--- src/rtl/uart_pkg.sv ---
// Shared types for the configurable UART transmitter: frame-format enums,
// FSM state encoding and decoders for the CPU-side configuration codes.
package uart_pkg;

  localparam int unsigned MIN_DBIT = 5;

  typedef enum logic [1:0] {PAR_NONE, PAR_EVEN, PAR_ODD} parity_e;
  typedef enum logic [1:0] {STOP_1, STOP_1P5, STOP_2} stop_e;
  typedef enum logic [2:0] {IDLE, START, DATA, PARITY, STOP, BREAK} tx_state_e;

  // Register code 11 is an alias for "no parity".
  function automatic parity_e decode_parity(input logic [1:0] code);
    parity_e result;
    case (code)
      2'b01:   result = PAR_EVEN;
      2'b10:   result = PAR_ODD;
      default: result = PAR_NONE;
    endcase
    return result;
  endfunction

  // Register code 11 is an alias for two stop bits.
  function automatic stop_e decode_stop(input logic [1:0] code);
    stop_e result;
    case (code)
      2'b00:   result = STOP_1;
      2'b01:   result = STOP_1P5;
      default: result = STOP_2;
    endcase
    return result;
  endfunction

endpackage

--- src/rtl/uart_tx_cfg.sv ---
// Runtime-configurable UART transmitter (5..MAX_DBIT data, none/even/odd parity,
// 1/1.5/2 stop) with valid/ready input, break generation and external baud tick.
module uart_tx_cfg
  import uart_pkg::*;
#(
  parameter int unsigned MAX_DBIT = 9,
  parameter int unsigned OVS      = 16
) (
  input  logic                clk,
  input  logic                reset,
  input  logic                s_tick,
  input  logic [3:0]          cfg_dbits,
  input  logic [1:0]          cfg_parity,
  input  logic [1:0]          cfg_stop,
  input  logic                send_break,
  input  logic [MAX_DBIT-1:0] din,
  input  logic                din_valid,
  output logic                din_ready,
  output logic                tx,
  output logic                busy,
  output logic                tx_done_tick
);

  localparam int unsigned TW = $clog2(2 * OVS);
  localparam int unsigned BW = $clog2(MAX_DBIT);
  localparam logic [TW-1:0] BIT_LAST = TW'(OVS - 1);

  tx_state_e            state, state_n;
  logic [TW-1:0]        tick_cnt, tick_n;
  logic [BW-1:0]        bit_cnt, bit_n;
  logic [MAX_DBIT-1:0]  shreg, shreg_n;
  logic                 par_acc, par_n;
  logic [3:0]           dbits_q, dbits_n;
  parity_e              parity_q, parity_n;
  stop_e                stop_q, stop_n;
  logic                 tx_n;
  logic                 done;
  logic [3:0]           dbits_clamped;
  logic [TW-1:0]        stop_last;
  logic                 accept;

  assign din_ready    = (state == IDLE) && !send_break && !reset;
  assign accept       = din_valid && din_ready;
  assign busy         = (state != IDLE);
  assign tx_done_tick = done;

  always_comb begin
    dbits_clamped = cfg_dbits;
    if (cfg_dbits < 4'(MIN_DBIT))
      dbits_clamped = 4'(MIN_DBIT);
    else if (cfg_dbits > 4'(MAX_DBIT))
      dbits_clamped = 4'(MAX_DBIT);
  end

  always_comb begin
    case (stop_q)
      STOP_1:   stop_last = TW'(OVS - 1);
      STOP_1P5: stop_last = TW'((3 * OVS) / 2 - 1);
      default:  stop_last = TW'(2 * OVS - 1);
    endcase
  end

  // tx is computed from the next state so the line moves on the state edge.
  always_comb begin
    state_n  = state;
    tick_n   = tick_cnt;
    bit_n    = bit_cnt;
    shreg_n  = shreg;
    par_n    = par_acc;
    dbits_n  = dbits_q;
    parity_n = parity_q;
    stop_n   = stop_q;
    tx_n     = tx;
    done     = 1'b0;

    case (state)
      IDLE: begin
        tx_n = 1'b1;
        if (send_break) begin
          state_n = BREAK;
          tx_n    = 1'b0;
        end else if (accept) begin
          state_n  = START;
          tx_n     = 1'b0;
          tick_n   = '0;
          bit_n    = '0;
          par_n    = 1'b0;
          shreg_n  = din;
          dbits_n  = dbits_clamped;
          parity_n = decode_parity(cfg_parity);
          stop_n   = decode_stop(cfg_stop);
        end
      end
      START: begin
        if (s_tick) begin
          if (tick_cnt == BIT_LAST) begin
            state_n = DATA;
            tick_n  = '0;
            tx_n    = shreg[0];
          end else begin
            tick_n = tick_cnt + 1'b1;
          end
        end
      end
      DATA: begin
        if (s_tick) begin
          if (tick_cnt == BIT_LAST) begin
            tick_n = '0;
            par_n  = par_acc ^ shreg[0];
            if (bit_cnt == BW'(dbits_q - 4'd1)) begin
              if (parity_q != PAR_NONE) begin
                state_n = PARITY;
                tx_n    = par_n ^ (parity_q == PAR_ODD);
              end else begin
                state_n = STOP;
                tx_n    = 1'b1;
              end
            end else begin
              bit_n   = bit_cnt + 1'b1;
              shreg_n = shreg >> 1;
              tx_n    = shreg[1];
            end
          end else begin
            tick_n = tick_cnt + 1'b1;
          end
        end
      end
      PARITY: begin
        if (s_tick) begin
          if (tick_cnt == BIT_LAST) begin
            state_n = STOP;
            tick_n  = '0;
            tx_n    = 1'b1;
          end else begin
            tick_n = tick_cnt + 1'b1;
          end
        end
      end
      STOP: begin
        tx_n = 1'b1;
        if (s_tick) begin
          if (tick_cnt == stop_last) begin
            state_n = IDLE;
            tick_n  = '0;
            done    = 1'b1;
          end else begin
            tick_n = tick_cnt + 1'b1;
          end
        end
      end
      BREAK: begin
        tx_n = 1'b0;
        if (!send_break) begin
          state_n = IDLE;
          tx_n    = 1'b1;
        end
      end
      default: begin
        state_n = IDLE;
        tx_n    = 1'b1;
      end
    endcase
  end

  always_ff @(posedge clk or posedge reset) begin
    if (reset) begin
      state    <= IDLE;
      tick_cnt <= '0;
      bit_cnt  <= '0;
      shreg    <= '0;
      par_acc  <= 1'b0;
      dbits_q  <= 4'(MIN_DBIT);
      parity_q <= PAR_NONE;
      stop_q   <= STOP_1;
      tx       <= 1'b1;
    end else begin
      state    <= state_n;
      tick_cnt <= tick_n;
      bit_cnt  <= bit_n;
      shreg    <= shreg_n;
      par_acc  <= par_n;
      dbits_q  <= dbits_n;
      parity_q <= parity_n;
      stop_q   <= stop_n;
      tx       <= tx_n;
    end
  end

endmodule

--- config.mk ---
export PLATFORM = sky130hd
export DESIGN_NAME = uart_tx_cfg
export DESIGN_NICKNAME = d
export VERILOG_FILES = /design/src/rtl/uart_pkg.sv /design/src/rtl/uart_tx_cfg.sv
export SDC_FILE = /design/constraint.sdc
export NUM_CORES = 1
export LEC_CHECK = 0
export ABC_AREA = 1
export CORE_MARGIN = 4
export CORE_UTILIZATION = 35
export CTS_BUF_LIST = sky130_fd_sc_hd__clkbuf_8
export DETAILED_ROUTE_END_ITERATION = 10
export PLACE_DENSITY = 0.55
export SETUP_SLACK_MARGIN = 0.02
export SYNTH_ARGS = -nofsm -noshare
export SYNTH_HDL_FRONTEND = slang
export SYNTH_SLANG_ARGS = --single-unit
--- constraint.sdc ---
create_clock -name clk -period 4.9 [get_ports clk]
set_clock_uncertainty 0.2 [all_clocks]
set_input_delay 0.49 -clock clk [delete_from_list [all_inputs] [get_ports clk]]
set_output_delay 0.49 -clock clk [all_outputs]
set_load 0.1 [all_outputs]
==> flow_summary_export.csv <==
group,metric,value,unit
place,dp_slack,1.80,ns
logic_synthesis,synth_edf_count,0,
timing,hold_viol,0,
worst_setup_path,cp_max_fo,4,
global_routing,grt.total_usage,12.3,%
logic_synthesis,yosysSeqAreaShare,39.5,%
die,fp.dieW,83.1,µm
power,combPwrFrac,48.1,%
logic_synthesis,synth_top_family_by_area,"simple AND/OR/NAND/NOR gates",
finish,final_util,43.0,%
die,rows,27,
logic_synthesis,ys.warnings.count,0,
timing,finalSetupViolCount,0,
power,p_sw_share,46.0,%
worst_setup_path,path_class,"register to output port",
logic_synthesis,synth_common_cells,"80 x nand2_1, 32 x inv_1, 28 x dfrtp_1",
cts,clk_latency,0.28,ns
die,die_area,6910,µm²
cts,cts_made_buffers,5,
logic_synthesis,yosysTopAreaCell,"dfrtp_1",
die,io_pins,26,
finish,final_nets,310,
timing,fmax,316,MHz
logic_synthesis,async_flop_share,100,%
cts,cts-root-buf,"clkbuf_8",
cts,cts_setup_buffers,0,
hold_path,hp-class,"register to register",
finish,n_antenna_cell,0,
timing,finalCritPeriodShare,64.6,%
place,io_buffers,25,
worst_setup_path,endpoint_kind,"output port",
detailed_routing,vias,1619,
power,power.switching,0.566,mW
logic_synthesis,synth_cell_types,32,
worst_setup_path,critPathLaunchType,"register",
cts,cts_tree,"built",
logic_synthesis,syn-cell-area,1980,µm²
cts,clock-sinks,31,
worst_setup_path,crit_chain,"ha_1 > nand2_1 > inv_1 > nand2_1 > inv_1 > nand3_1 > nor3_1 > clkdlybuf4s50_1",
detailed_routing,viasPerCell,4.55,
cts,clockBufferDepth,2,
detailed_routing,ant_nets,0,
timing,drv_slew,0,
timing,post-route-worst-setup-slack,1.73,ns
timing,maxSlewHeadroom,34.2,%
logic_synthesis,synth.area.top_cells,"dfrtp_1 35%, nand2_1 15%, inv_1 6.1%",
global_routing,grt_max_degree,33,
logic_synthesis,synthMuxAreaShare,3.55,%
status,status,"complete, no violations",
timing,worst_slew_pin_slew,0.984,ns
power,p_int,0.666,mW
detailed_routing,wl_per_cell,11.2,µm
detailed_routing,dr.pass1.iters,4,
die,core,5510,µm²
logic_synthesis,yosys.area_share.adder,3.17,%
power,clock_power_share,15.6,%
logic_synthesis,synthFlopType,"dfrtp_1",
global_routing,grt_pass1_vias,1569,
detailed_routing,drt-initial-drc-count,94,
worst_setup_path,required,4.21,ns
power,finalPower,1.23,mW
logic_synthesis,avgSynthCellArea,7.78,µm²
timing,fin_crit,3.17,ns
power,power.density,520,nW/µm²
detailed_routing,drc,0,
worst_setup_path,cp_slowest_stage_delay,1.16,ns
power,power_frac_seq,36.3,%
die,start_util,35.9,%
logic_synthesis,synth_compound_area_share,11.7,%
global_routing,overflow,0,
logic_synthesis,syn-num-nets,281,
worst_setup_path,critPathTopFamily,"buffers and inverters",
job,max_cap_viol_count,0,
logic_synthesis,synthCells,254,
cts,cts_hold_buf,0,
die,die_y,83.1,µm
cts,ctsResizeCount,0,
logic_synthesis,synth_top_area_share,35.5,%
logic_synthesis,synth.most_common_cell,"nand2_1",
timing,rsz0062_at_grt,"false",
finish,drive_above_1_share,14.8,%
finish,area_delta_synth_final,19.9,%
cts,cts_max_level,2,
place,gp_congestion,0.805,
worst_setup_path,cp_slowest_cell,"clkdlybuf4s50_1",
timing,tns,0,ns
logic_synthesis,synthSimpleGateAreaFrac,31.6,%
place,hpwlAfterDp,3000,µm
worst_setup_path,path_buf_inv,3,
cts,clk_pin_slew,0.07,ns
power,p_leak,1.19,nW
worst_setup_path,cp_data_arrival_time,2.48,ns
detailed_routing,drt-total-wl,3990,µm
power,ir_drop,268,µV
global_routing,antenna_found_initial,0,
logic_synthesis,synthXorXnorAreaFrac,1.77,%
logic_synthesis,ys_ff_latch,31,
global_routing,grt_pass1_wl,7180,µm
logic make-up (layout without fill, tap and decap cells):
| group | Yosys count | count (layout) |
|---|---|---|
| AOI/OAI and AO/OA | 32 | 32 |
| buffers and inverters | 39 | 69 |
| and+or+nand+nor | 136 | 136 |
| adders and majority gates | 5 | 5 |
| muxes | 7 | 7 |
| xor gates and xnor gates | 4 | 4 |
| DFF | 31 | 31 |
power groups by stage:
stage	Clock (mW)	Combinational (mW)	Sequential, mW
after detailed placement	0	0.596	0.451
final	0.192	0.593	0.447
after global placement	0	0.594	0.448
after floorplan	0	0.456	0.463
after CTS	0.200	0.597	0.448
after global routing	0.212	0.669	0.465
placed cells by master (no fill, tap or decap), drive strengths merged, types with 3 or more instances in the layout:
master	n
clkdlybuf4s50	25
nand2	89
a21oi	5
nand3	23
clkbuf	5
nor2	18
ha	5
dfrtp	28
dfstp	3
nand4	3
o21ai	21
inv	36
mux2i	7
xor2	3
through the flow:
stage | cells | cell area (µm²) | hold slack, ns
2_1_floorplan | 254 | 1980 | 0.242
3_3_place_gp | 348 | 2280 | 0.259
3_5_place_dp | 348 | 2280 | 0.260
4_1_cts | 356 | 2370 | 0.278
5_1_grt | 356 | 2370 | 0.313
6_report | 356 | 2370 | 0.271
registers in the layout, indices dropped and copies added (netlist names):
register / flops
stop_q: 2
shreg: 9
tx: 1
dbits_q: 4
par_acc: 1
state: 3
bit_cnt: 4
parity_q: 2
tick_cnt: 5
path summary, 6_finish.rpt:
path | start | endpoint | slack, ns | cells after the start
min | shreg[8]$_DFFE_PP0P_ | shreg[8]$_DFFE_PP0P_ | 0.27 | 2
min in group asynchronous | reset | tick_cnt[4]$_DFFE_PP0P_ | 0.49 | 3
min reg2reg | shreg[8]$_DFFE_PP0P_ | shreg[8]$_DFFE_PP0P_ | 0.27 | 2
max reg2reg | tick_cnt[0]$_DFFE_PP0P_ | state[2]$_DFFE_PP0P_ | 2.70 | 15
max | tick_cnt[0]$_DFFE_PP0P_ | tx_done_tick | 1.73 | 8
max in group asynchronous | reset | tx$_DFFE_PP1P_ | 3.68 | 3
per-layer routing:
layer | global-route usage (%) | up-vias | part of all wire (%) | wire (µm)
met2 | 18.7 | 22 | 44 | 1760
met3 | 3.27 | 4 | 3.9 | 156
li1 | - | 869 | - | -
met5 | 0 | - | 0 | 0
met4 | 2.23 | 0 | 0.78 | 31
met1 | 17.8 | 724 | 51 | 2040
worst reg2reg max path: stages (launching register included):
cell and delay [ns]:
dfrtp_1 0.39, ha_1 0.18, nand2_1 0.07, inv_1 0.07, nand2_1 0.08, inv_1 0.06, ha_1 0.15, nand2_1 0.12
nand3_1 0.17, nand3_1 0.09, nor2_1 0.10, nand2_1 0.06, inv_1 0.11, nand2_1 0.11, nand2_1 0.07, nand2_1 0.06
final cells by class:
| cell class | instances | area (µm²) |
|---|---|---|
| fillers | 559 | 3140 |
| multi-input cells | 184 | 1020 |
| flip-flops and latches | 31 | 779 |
| repair buffers | 26 | 258 |
| inverters | 35 | 134 |
| well taps | 72 | 90.1 |
| clock buffers | 5 | 68.8 |
| clock inverters | 3 | 16.3 |
No activity file was read; power rests on OpenSTA's default activity.
